## src/rtl/dmx2_64bit_pipe.sv

```systemverilog
// Two-way 64-bit demultiplexer with a one-entry holding register per channel.
// Optional per-channel output-transfer counters are built when DMX_CNT_EN is defined.
module dmx2_64bit_pipe #(
  parameter int CNT_W = 8
) (
  input  logic              clk,
  input  logic              reset_n,
  input  logic [63:0]       d,
  input  logic              s,
  input  logic              valid_in,
  output logic              ready_out,
  output logic [63:0]       y0,
  output logic [63:0]       y1,
  output logic              y0_valid,
  output logic              y1_valid,
  input  logic              y0_ready,
`ifdef DMX_CNT_EN
  output logic [CNT_W-1:0]  cnt0,
  output logic [CNT_W-1:0]  cnt1,
`endif
  input  logic              y1_ready
);

  logic [63:0] data0_q, data0_d;
  logic [63:0] data1_q, data1_d;
  logic        full0_q, full0_d;
  logic        full1_q, full1_d;
  logic        in_xfer, load0, load1, out0, out1;

  // A full channel still accepts when its consumer drains it in the same cycle.
  always_comb begin
    ready_out = s ? (~full1_q | y1_ready) : (~full0_q | y0_ready);
    in_xfer   = valid_in & ready_out;
    load0     = in_xfer & ~s;
    load1     = in_xfer & s;
    out0      = full0_q & y0_ready;
    out1      = full1_q & y1_ready;
    full0_d   = load0 | (full0_q & ~y0_ready);
    full1_d   = load1 | (full1_q & ~y1_ready);
    data0_d   = load0 ? d : data0_q;
    data1_d   = load1 ? d : data1_q;
  end

  always_ff @(posedge clk or negedge reset_n) begin
    if (!reset_n) begin
      data0_q <= '0;
      data1_q <= '0;
      full0_q <= 1'b0;
      full1_q <= 1'b0;
    end else begin
      data0_q <= data0_d;
      data1_q <= data1_d;
      full0_q <= full0_d;
      full1_q <= full1_d;
    end
  end

  assign y0       = data0_q;
  assign y1       = data1_q;
  assign y0_valid = full0_q;
  assign y1_valid = full1_q;

`ifdef DMX_CNT_EN
  logic [CNT_W-1:0] cnt0_q, cnt0_d;
  logic [CNT_W-1:0] cnt1_q, cnt1_d;

  // Counters wrap naturally at 2^CNT_W.
  always_comb begin
    cnt0_d = out0 ? cnt0_q + CNT_W'(1) : cnt0_q;
    cnt1_d = out1 ? cnt1_q + CNT_W'(1) : cnt1_q;
  end

  always_ff @(posedge clk or negedge reset_n) begin
    if (!reset_n) begin
      cnt0_q <= '0;
      cnt1_q <= '0;
    end else begin
      cnt0_q <= cnt0_d;
      cnt1_q <= cnt1_d;
    end
  end

  assign cnt0 = cnt0_q;
  assign cnt1 = cnt1_q;
`else
  localparam int unused_cnt_w = CNT_W;
  logic unused_out;
  assign unused_out = out0 ^ out1;
`endif

endmodule

```

## config.mk

```make
export PLATFORM = sky130hd
export DESIGN_NAME = dmx2_64bit_pipe
export DESIGN_NICKNAME = d
export VERILOG_FILES = /design/src/rtl/dmx2_64bit_pipe.sv
export SDC_FILE = /design/constraint.sdc
export NUM_CORES = 1
export LEC_CHECK = 0
export CAP_MARGIN = 20
export CORE_MARGIN = 8
export CORE_UTILIZATION = 44
export CTS_CLUSTER_DIAMETER = 60
export DETAILED_ROUTE_END_ITERATION = 6
export PLACE_DENSITY = 0.8
export SLEW_MARGIN = 20
export SYNTH_ARGS = -nofsm -noshare
export SYNTH_HDL_FRONTEND = slang
export SYNTH_SLANG_ARGS = --single-unit
```

## constraint.sdc

```tcl
create_clock -name clk -period 1.8 [get_ports clk]
set_input_delay 0.18 -clock clk [delete_from_list [all_inputs] [get_ports clk]]
set_output_delay 0.18 -clock clk [all_outputs]
set_load 0.005 [all_outputs]
```

* Word-level counts from Yosys, hierarchy flattened
Index checks and enable logic that the tools add are counted.
** Cells by class
- Equality and inequality tests :: 0
- Add/sub/neg operators :: 0
- Shifts and indexed selects :: 0
- Bitwise logic cells :: 14
- Reduce and logical (&&, ||, !) cells :: 0
- Order comparisons :: 0
- $mul :: 0
- Multiplexer cells :: 1
- Divide/modulo/power cells :: 0
** Operators by type and width (count)
- bitwise AND 1 bit :: 5
- NOT 1 bit :: 5
- OR 1 bit :: 4
- two-way mux 1 bit :: 1
** Word-level totals
- Latch bits :: 0
- Memory bits (writable) :: 0
- Output and inout bits :: 131
- Memories kept :: 0
- Memory bits (read-only) :: 0
- Word-level logic and storage cells :: 19
- Input bits :: 70
- Register bits after elaboration :: 130

* Depth between registers and ports, before layout
- Depth after elaboration :: 6
- Mapped depth :: 5
- Depth with buffers taken out :: 3

* Worst setup path after synthesis
Ideal clock, no wire load.
- Kind :: reg-to-reg
- Start point :: register full1_q (netlist: y1_valid)
- End point :: register data1_q[0] (netlist: y1[0])
- Data required time :: 1675 ps
- Data arrival time :: 1286 ps
- Buffers on the path :: 1
- Setup time :: 125 ps
- Cell stages (with the launch flop) :: 5
- Period minus slack after synthesis :: 1411 ps
- Setup slack :: 389 ps
- Path through :: dfrtp_1 and2b_4 nor2_8 buf_12 mux2_4
** On the way
- Word-level cells in the longest chain between the ends :: 5
** Ends and longest elaborated chain
- from (decl) :: RTL line 27 : logic full1_q, full1_d;
- from (signal assigned) :: RTL line 54 : full1_q <= full1_d;
- NOT 1 bit :: RTL line 32 : ready_out = s ? (~full1_q | y1_ready) : (~full0_q | y0_ready);
- OR 1 bit :: RTL line 32
- two-way mux 1 bit :: RTL line 32
- bitwise AND 1 bit :: RTL line 33 : in_xfer = valid_in & ready_out;
- bitwise AND 1 bit :: RTL line 35 : load1 = in_xfer & s;
- to (signal assigned) :: RTL line 52 : data1_q <= data1_d;
- to (decl) :: RTL line 25 : logic [63:0] data1_q, data1_d;
No other way between the ends.
A chain may end at the register's enable or synchronous reset.

* Worst setup path after layout
- Start point :: register full1_q (netlist: y1_valid)
- End point :: output ready_out
** On the way
- Word-level cells in the longest chain between the ends :: 3
** Ends and longest elaborated chain
- NOT 1 bit :: RTL line 32
- OR 1 bit :: RTL line 32
- two-way mux 1 bit :: RTL line 32
- to (decl) :: RTL line 11 : output logic ready_out,
No other way between the ends.

==> results.json <==
{
  "outcome": "completed",
  "drt-wirelength-per-cell_um": 20.43,
  "placement_rows": 40,
  "final.setup_skew_ns": 0.007444,
  "synth_simple_gate_area_share": 0.01131,
  "drtIter0Drc": 156,
  "synth.yosys.seq_area_share": 0.6003,
  "mappedNetlistArea_mm2": 0.005419,
  "yosysWarnings": 0,
  "final_core_util": 0.6869,
  "worstPathMaxFanout": 3,
  "p_clk_frac": 0.367,
  "dp_hpwl_mm": 9.681,
  "comb_power_share": 0.249,
  "category_of_the_most_critical_setup_path": "flop to output pin",
  "grt.total_usage": 0.1748,
  "drive_above_1_share": 0.3469,
  "synthesis.instances": 281,
  "switching_share": 0.2312,
  "top_layer_used_by_detailed_routing": "met4",
  "finalCriticalPeriod_ns": 1.572,
  "ctsLongestPathBuffers": 2,
  "worst_slew_pin_slew_ns": 0.4070,
  "power_density_mw_per_mm2": 1192,
  "reg2reg_depth": 4,
  "clk_sink_count": 130,
  "synth.distinct_cells": 15,
  "fp.dieW_um": 127.0,
  "combinational_family_with_the_most_area_after_synthesis": "multiplexers",
  "cts_tree": "built",
  "layout.nets": 573,
  "drv.max_cap_violation_count": 0,
  "gp_congestion": 0.7198,
  "drt_pass1_iterations": 4,
  "yosys-mux-area-fraction": 0.3491,
  "port_buffers": 200,
  "design.core.area_mm2": 0.01201,
  "power_leakage_nw": 3.768,
  "grt_antenna_before_repair": 0,
  "sequentialPowerShare": 0.385,
  "unrepaired_setup_endpoints_after_global_routing": "false",
  "route.met3.wl_mm": 1.392,
  "worst_path_arrival_time_ns": 1.39,
  "die_height_um": 127.0,
  "die-area_mm2": 0.01612,
  "worstSetupStartpointType": "flop",
  "cts_made_buffers": 17,
  "route.final.wire_length_mm": 13.54,
  "max_transition_viols_final": 0,
  "postSynthAreaPerCell_um2": 19.28,
  "crit_path_end_kind": "output pin",
  "power_switching_mw": 2.274,
  "clk_latency_ns": 0.41,
  "report.final.hold_viol_count": 0,
  "hold_path.class": "input port to asynchronous set/reset pin",
  "max_freq_ghz": 0.6362,
  "vias": 3216,
  "i_o_pins": 201,
  "synth_compound_area_frac": 0.001847,
  "clk_root_buffer_cell": "clkbuf_16",
  "cts.reportedPaths.clkPinSlew_ns": 0.06,
  "setup_viol": 0,
  "synthXorXnorAreaFrac": 0,
  "post-route-period-util": 0.8733,
  "clock_tree.htree_level_count": 4,
  "routedLengthMet1_mm": 5.552,
  "postSynthNetCount": 351,
  "initial_standard_cell_utilization_of_the_core": 0.4511,
  "wire_length_of_the_first_global_routing_pass_mm": 21.66,
  "drc_errors": 0,
  "internal_power_mw": 7.562,
  "met2WireLength_mm": 6.456,
  "grt_remaining_overflow": 0,
  "yosys_register_bits": 130,
  "slew_headroom": 0.7287,
  "final_antenna_net_count": 0,
  "cp_data_required_time_ns": 1.62,
  "vdd_drop_max_uv": 940.0,
  "post_drt_via_cell_ratio": 4.851,
  "synth_fa_ha_area_frac": 0,
  "antenna_cells": 0,
  "syn_to_final_growth_pct": 52.25,
  "worst_setup_slack_post_dpl_ns": -0.006228,
  "grt_start_max_net_pins": 77,
  "postLayoutSetupSlackWorst_ns": 0.2281,
  "grt_pass1_vias": 3816
}
-- layout make-up --
| cell class | count | area (µm²) |
|---|---|---|
| Sequential cell | 130 | 3253 |
| Tap cell | 147 | 183.9 |
| Fill cell | 812 | 3761 |
| Timing Repair Buffer | 216 | 2221 |
| Multi-Input combinational cell | 137 | 1963 |
| Clock inverter | 14 | 186.4 |
| Inverter | 1 | 3.754 |
| Clock buffer | 18 | 439.2 |
-- state kept, by name (all words and copies together) (netlist names) --
signal and flops:
y0 64, y1 64, y0_valid 1, y1_valid 1
-- cells by family (layout without fill, tap and decap cells) --
| group | after synthesis | after routing |
|---|---|---|
| DFF | 130 | 130 |
| muxes | 128 | 128 |
| buffers and inverters | 14 | 249 |
| and+or+nand+nor | 7 | 7 |
| AOI/OAI and AO/OA | 2 | 2 |
-- synthesized netlist by cell type, drive strengths merged --
master | count | share of area
and2b | 1 | 0.0018
or2b | 1 | 0.0014
o21ai | 1 | 0.00092
inv | 1 | 0.00069
nand2b | 1 | 0.0012
nand2 | 1 | 0.0012
a21oi | 1 | 0.00092
buf | 13 | 0.037
dfrtp | 130 | 0.60
nor2 | 2 | 0.0044
mux2 | 128 | 0.35
nand3b | 1 | 0.0014
-- layout by cell type (no fill, tap or decap) --
master,count
clkbuf_8,1
nor2_1,1
mux2_4,120
buf_12,8
buf_4,8
clkinvlp_4,5
clkbuf_16,17
inv_1,1
dlygate4sd2_1,1
nand3b_1,1
clkinv_2,4
nor2_8,1
or2b_1,1
dfrtp_1,130
inv_6,1
mux2_2,8
dlygate4sd3_1,1
a21oi_1,1
nand2b_1,1
o21ai_0,1
nand2_2,1
clkdlybuf4s50_1,198
and2b_4,1
bufinv_16,4
-- critical path, stage by stage (launching register included) --
cell and delay [ns]:
dfrtp_1 0.38, and2b_4 0.20, a21oi_1 0.15, dlygate4sd2_1 0.25
-- worst paths after layout --
check | start | endpoint | slack [ns]
max | y1_valid | ready_out | 0.23
min | reset_n | y1[44] | 0.11
max reg2reg | y0_valid | y0[22] | 0.29
min reg2reg | y0[0] | y0[0] | 0.50
max in group asynchronous | reset_n | y1[17] | 1.09
min in group clk | d[63] | y1[63] | 0.41
-- power groups by stage --
stage / Combinational [mW] / Sequential, mW / Clock [mW]
final: 2.44 / 3.79 / 3.61
after global routing: 2.60 / 3.85 / 3.83
after CTS: 2.49 / 3.79 / 3.71
after detailed placement: 2.47 / 3.81 / 0
after global placement: 2.43 / 3.80 / 0
after floorplan: 0.922 / 3.82 / 0
-- metal layers --
layer,vias to the layer above,GRT usage
li1,1440,-
met1,1637,0.1989
met2,130,0.2722
met3,9,0.09775
met4,0,0.06018
met5,-,0
-- repair_timing --
action                                  in CTS  in global routing
hold endpoints to repair                   130                  0
resized for setup                            1                  0
buffers inserted                             0                  0
endpoints found under the setup margin       1                  0
hold buffers                                 1                  0
-- through the flow --
| stage | hold WS [ns] | std cells | TNS [ns] | instance area (µm²) | total power, mW |
|---|---|---|---|---|---|
| floorplan | -0.1156 | 281 | 0 | 5419 | 4.740 |
| global placement | -0.01354 | 630 | 0 | 7616 | 6.231 |
| detailed placement | -0.01214 | 630 | -0.008935 | 7616 | 6.282 |
| CTS | 0.08208 | 663 | 0 | 8250 | 9.985 |
| global route | 0.08776 | 663 | 0 | 8250 | 10.28 |
| finish | 0.1148 | 663 | 0 | 8250 | 9.836 |
Power figures use the tool's default switching activity.
